**config.mk**
```make
export PLATFORM = sky130hd
export DESIGN_NAME = sm2201_isa_cycle_decoder
export DESIGN_NICKNAME = d
export VERILOG_FILES = /design/src/rtl/sm2201_isa_cycle_decoder.sv
export SDC_FILE = /design/constraint.sdc
export NUM_CORES = 1
export LEC_CHECK = 0
export BUFFER_PORTS_ARGS = -buffer_cell sky130_fd_sc_hd__buf_4
export CORE_ASPECT_RATIO = 1.1
export CORE_MARGIN = 3
export CORE_UTILIZATION = 57
export DETAILED_ROUTE_END_ITERATION = 8
export GPL_ROUTABILITY_DRIVEN = 0
export PLACE_DENSITY = 0.85
export REMOVE_ABC_BUFFERS = 1
export SLEW_MARGIN = 20
export SYNTH_ARGS = -nofsm -noshare
export SYNTH_HDL_FRONTEND = slang
export SYNTH_SLANG_ARGS = --single-unit
```
**constraint.sdc**
```tcl
create_clock -name isa_clk -period 5 [get_ports isa_clk]
set_clock_uncertainty 0.15 [all_clocks]
set_input_delay 0.25 -clock isa_clk [delete_from_list [all_inputs] [get_ports isa_clk]]
set_output_delay 0.25 -clock isa_clk [all_outputs]
set_load 0.02 [all_outputs]
```
**src/rtl/sm2201_isa_cycle_decoder.sv**
```systemverilog
// ISA I/O slave decoder for a 64-byte window: synchronizes the async strobes,
// assembles byte accesses into 16-bit CAMAC core requests, and holds CHRDY low while waiting on the core.
module sm2201_isa_cycle_decoder #(
  parameter logic [9:0] BASE_ADDR = 10'h100,
  parameter int         TIMEOUT   = 200
) (
  input  logic        isa_clk,
  input  logic        isa_reset,
  input  logic [9:0]  isa_addr,
  input  logic        isa_ale,
  input  logic        isa_aen,
  input  logic        isa_ior,
  input  logic        isa_iow,
  input  logic [7:0]  isa_data_in,
  output logic [7:0]  isa_data_out,
  output logic        isa_data_oe,
  output logic        isa_chrdy,
  output logic [4:0]  core_reg,
  output logic [15:0] core_wdata,
  output logic        core_wr,
  output logic        core_rd,
  input  logic [15:0] core_rdata,
  input  logic        core_ack,
  output logic        timeout_err
);

  typedef enum logic [1:0] {IDLE, REQ, HOLD} state_t;

  localparam logic [7:0]  TMAX     = 8'(TIMEOUT - 1);
  localparam logic [10:0] BASE_EXT = {1'b0, BASE_ADDR};

  state_t      state_q, state_d;
  logic        ior_s1_q, ior_s2_q, ior_p_q;
  logic        iow_s1_q, iow_s2_q, iow_p_q;
  logic [9:0]  addr_q;
  logic [7:0]  lo_q, lo_d, hi_q, hi_d, dout_q, dout_d, timer_q, timer_d;
  logic [15:0] wdata_q, wdata_d;
  logic [4:0]  reg_q, reg_d;
  logic        wr_q, wr_d, rd_q, rd_d, is_rd_q, is_rd_d, tmo_q, tmo_d;

  logic        ior_fall, iow_fall, hit, rd_go, wr_go, strobe_rel;
  logic [10:0] addr_ext;

  // Sync flops reset to "asserted" so a strobe held low across reset
  // never looks like a new falling edge afterwards.
  always_ff @(posedge isa_clk or negedge isa_reset) begin
    if (!isa_reset) begin
      ior_s1_q <= 1'b0; ior_s2_q <= 1'b0; ior_p_q <= 1'b0;
      iow_s1_q <= 1'b0; iow_s2_q <= 1'b0; iow_p_q <= 1'b0;
    end else begin
      ior_s1_q <= isa_ior; ior_s2_q <= ior_s1_q; ior_p_q <= ior_s2_q;
      iow_s1_q <= isa_iow; iow_s2_q <= iow_s1_q; iow_p_q <= iow_s2_q;
    end
  end

  always_ff @(posedge isa_clk or negedge isa_reset) begin
    if (!isa_reset)   addr_q <= '0;
    else if (isa_ale) addr_q <= isa_addr;
  end

  assign ior_fall   = ior_p_q & ~ior_s2_q;
  assign iow_fall   = iow_p_q & ~iow_s2_q;
  assign addr_ext   = {1'b0, addr_q};
  assign hit        = (addr_ext >= BASE_EXT) && (addr_ext <= BASE_EXT + 11'd63) && !isa_aen;
  // A fall on one strobe while the other is already low is ignored.
  assign rd_go      = ior_fall & iow_s2_q & hit;
  assign wr_go      = iow_fall & ior_s2_q & hit;
  assign strobe_rel = is_rd_q ? ior_s2_q : iow_s2_q;

  always_comb begin
    state_d = state_q;
    lo_d    = lo_q;
    hi_d    = hi_q;
    dout_d  = dout_q;
    wdata_d = wdata_q;
    reg_d   = reg_q;
    wr_d    = wr_q;
    rd_d    = rd_q;
    is_rd_d = is_rd_q;
    tmo_d   = tmo_q;
    timer_d = timer_q;
    unique case (state_q)
      IDLE: begin
        timer_d = '0;
        if (wr_go) begin
          reg_d   = addr_q[5:1];
          is_rd_d = 1'b0;
          if (!addr_q[0]) begin
            lo_d    = isa_data_in;
            state_d = HOLD;
          end else begin
            wdata_d = {isa_data_in, lo_q};
            wr_d    = 1'b1;
            state_d = REQ;
          end
        end else if (rd_go) begin
          reg_d   = addr_q[5:1];
          is_rd_d = 1'b1;
          if (!addr_q[0]) begin
            rd_d    = 1'b1;
            state_d = REQ;
          end else begin
            dout_d  = hi_q;
            state_d = HOLD;
          end
        end
      end
      REQ: begin
        if (core_ack) begin
          wr_d    = 1'b0;
          rd_d    = 1'b0;
          tmo_d   = 1'b0;
          state_d = HOLD;
          if (is_rd_q) begin
            dout_d = core_rdata[7:0];
            hi_d   = core_rdata[15:8];
          end
        end else if (timer_q == TMAX) begin
          wr_d    = 1'b0;
          rd_d    = 1'b0;
          tmo_d   = 1'b1;
          state_d = HOLD;
          if (is_rd_q) begin
            dout_d = 8'hFF;
            hi_d   = 8'hFF;
          end
        end else begin
          timer_d = timer_q + 8'd1;
        end
      end
      HOLD: begin
        if (strobe_rel) state_d = IDLE;
      end
      default: state_d = IDLE;
    endcase
  end

  always_ff @(posedge isa_clk or negedge isa_reset) begin
    if (!isa_reset) begin
      state_q <= IDLE;
      lo_q    <= '0;
      hi_q    <= '0;
      dout_q  <= '0;
      wdata_q <= '0;
      reg_q   <= '0;
      wr_q    <= 1'b0;
      rd_q    <= 1'b0;
      is_rd_q <= 1'b0;
      tmo_q   <= 1'b0;
      timer_q <= '0;
    end else begin
      state_q <= state_d;
      lo_q    <= lo_d;
      hi_q    <= hi_d;
      dout_q  <= dout_d;
      wdata_q <= wdata_d;
      reg_q   <= reg_d;
      wr_q    <= wr_d;
      rd_q    <= rd_d;
      is_rd_q <= is_rd_d;
      tmo_q   <= tmo_d;
      timer_q <= timer_d;
    end
  end

  assign isa_chrdy    = (state_q != REQ);
  assign isa_data_oe  = (state_q == HOLD) && is_rd_q && !ior_s2_q;
  assign isa_data_out = dout_q;
  assign core_reg     = reg_q;
  assign core_wdata   = wdata_q;
  assign core_wr      = wr_q;
  assign core_rd      = rd_q;
  assign timeout_err  = tmo_q;

endmodule

```
==> flow_summary.yaml <==
outcome:
  status: "finished clean"
synth:
  syn_inst: 263
  synth-edff-count: 0
  yosysWarnings: 0
  synth_xor_area_share_pct: 0.810
  synth_top_area_share_pct: 57.9
  synth-seq-cells: 75
  netlist_top_cells_area: "dfrtp_1 58%, mux2_2 16%, nand2_1 3.0%"
  synth_top_area_cell: "dfrtp_1"
  async_flop_share_pct: 100
  synth_compound_area_share_pct: 9.76
  synthMuxAreaShare_pct: 16.6
  synth_simple_gate_area_share_pct: 11.0
  yosysSeqAreaShare_pct: 57.9
  synth_top_family_by_area: "multiplexers"
  avgSynthCellArea_sq_um: 12.3
  synth-adder-area-share_pct: 1.16
  synth_ff_type: "dfrtp_1"
  synth_cell_types: 44
  netlist_area_sq_um: 3240
worst_setup_path:
  cp-end-kind: "flip-flop"
  cpPeakStageDelay_ns: 0.60
  crit_type: "flip-flop to flip-flop"
  cp_slowest_cell: "and2_1"
  rrSetupSlack_ns: 2.27
  crit_required_ns: 5.08
  timing.rr.start: "addr_q[7]"
  crit_buf_inv: 0
  critPathArrivalTime_ns: 2.81
  start_kind: "flip-flop"
  critPathTopFamily: "simple AND/OR/NAND/NOR gates"
  crit_path_max_fanout: 16
  r2r_end: "core_wdata[14]"
  path_cells: "or4b_4 -> nor3_1 -> ha_1 -> and2_1 -> mux2_2"
  worst-r2r-cell-count: 5
pwr:
  power_per_cell_area_nw_per_um2: 430
  totalPowerFinal_mw: 1.85
  ir_drop_v: 0.000261
  leakage_nw: 2.08
timing:
  max_slew_margin_pct: 37.9
  period_needed_ns: 2.73
  rsz0062_at_grt: "no"
  tightest_slew_ns: 0.932
  timing.final.crit_share_pct: 54.6
  fin_setup_tns_ns: 0
  finalHoldViolCount: 0
  clock.fmax_mhz: 366
  setup_viol: 0
  final_max_slew_viol_count: 0
clock_network:
  cts_tree: "yes"
  cts-resized-gates: 0
  cts_buffers: 9
  h-tree-depth: 3
  cts_hold_buf: 20
  root_buffer: "clkbuf_8"
  clock_latency_ns: 0.35
  clkSinkCount: 75
  cts.clk_slew.worst_paths_ns: 0.08
  post-cts-setup-buffer-count: 0
  clockBufferDepth: 2
detailed_routing:
  vias: 2424
  route.detailed.wl_per_inst_microns: 18.1
  drt-vias-per-instance: 5.57
  post-route-drc-count: 0
  drt-initial-drc-count: 131
  totalWireLength_microns: 7870
  ant_nets: 0
  dr.pass1.iters: 4
global_routing:
  grt_pass1_wl_microns: 12700
  grt_usage_pct: 24.9
  grt_max_degree: 76
  antenna_found_initial: 0
  overflow: 0
  grt_pass1_vias: 2629
layout:
  final_nets: 399
  final_cell_mix: "76 x buf_4, 75 x dfrtp_1, 46 x mux2_2"
  mostFrequentLayoutCell: "buf_4"
  drive_gt1_share_pct: 39.4
  antenna_cells: 0
  syn2layout_area_growth_pct: 32.7
  largest_reg_flops: 16
min_path:
  hp-start: "core_ack"
  hold_path.class: "input port to flip-flop"
  hold_path_end: "timeout_err"
  whs_path_depth: 2
job:
  drv_cap: 0
die:
  dieHeight_microns: 85.1
  die_area_sq_um: 6630
  design.core.area_sq_um: 5430
  die_w_microns: 77.9
  row_count: 28
  start_util_pct: 59.7
  io_pins: 75
placed_design:
  portBuffers: 74
  dp_hpwl_microns: 4680
metrics by stage:
stage                     hold slack [ns]  std cells  worst slack, ns  cell area [sq um]  utilization (%)
after floorplan                    -0.196        247             1.86               3180                -
after global placement              0.183        398             2.34               3840             70.8
after detailed placement            0.185        398             2.28               3840             70.8
after CTS                         0.00234        434             2.27               4290             79.0
after global routing               0.0351        435             2.09               4300             79.2
final                              0.0331        435             2.27               4300             79.2
Yosys cell counts, types with 2 or more instances:
| library cell | n |
|---|---|
| nand3b_1 | 3 |
| o21a_1 | 8 |
| mux2i_1 | 2 |
| a31o_2 | 2 |
| inv_1 | 7 |
| nor2_1 | 8 |
| nand3_1 | 2 |
| nand4b_1 | 8 |
| nand4_1 | 3 |
| a21oi_1 | 5 |
| o41ai_1 | 2 |
| nor2b_1 | 2 |
| dfrtp_1 | 75 |
| nor3_1 | 2 |
| nand2_1 | 26 |
| and2_1 | 3 |
| o21ai_0 | 14 |
| mux2_2 | 46 |
| or4_1 | 2 |
| ha_1 | 3 |
| a211oi_1 | 2 |
| clkbuf_1 | 14 |
| xor2_1 | 3 |
cells by family (layout without fill, tap and decap cells):
kind of cell	after synthesis	in the layout
flops	75	75
simple gates	65	65
mux	48	48
compound gates	46	46
buf+inv	23	120
fa+ha+maj	3	3
xor+xnor	3	3
final cells by class:
cell class	count	area [sq um]
Multi-Input combinational cell	165	1270
Tap cell	75	93.8
Inverter	7	26.3
Timing Repair Buffer	97	781
Clock inverter	6	111
Sequential cell	75	1880
Clock buffer	10	138
Fill cell	315	1130
metal layers:
layer | track usage, % | vias up | wire length [microns]
met5 | 0 | - | 0
met4 | 8.59 | 0 | 131
met3 | 5.94 | 11 | 400
met2 | 44.0 | 85 | 4110
met1 | 29.9 | 1198 | 3230
li1 | - | 1130 | -
where the power goes:
part | switching (mW) | internal (mW) | leakage (nW)
Combinational | 0.238 | 0.221 | 0.976
Clock | 0.231 | 0.346 | 0.123
Sequential | 0.0993 | 0.714 | 0.980
Total | 0.568 | 1.28 | 2.08
worst max-delay path by stage:
stage	start	endpoint	slack, ns	cells after the start
after global placement	addr_q[7]	core_wdata[3]	2.34	5
after global routing	addr_q[7]	core_wdata[14]	2.09	5
final	addr_q[7]	core_wdata[14]	2.27	5
after floorplan	state_q[0]	isa_data_out[0]	1.86	4
after CTS	addr_q[7]	core_wdata[4]	2.27	5
after detailed placement	addr_q[7]	core_wdata[4]	2.28	5
No activity file was read; power rests on OpenSTA's default activity.
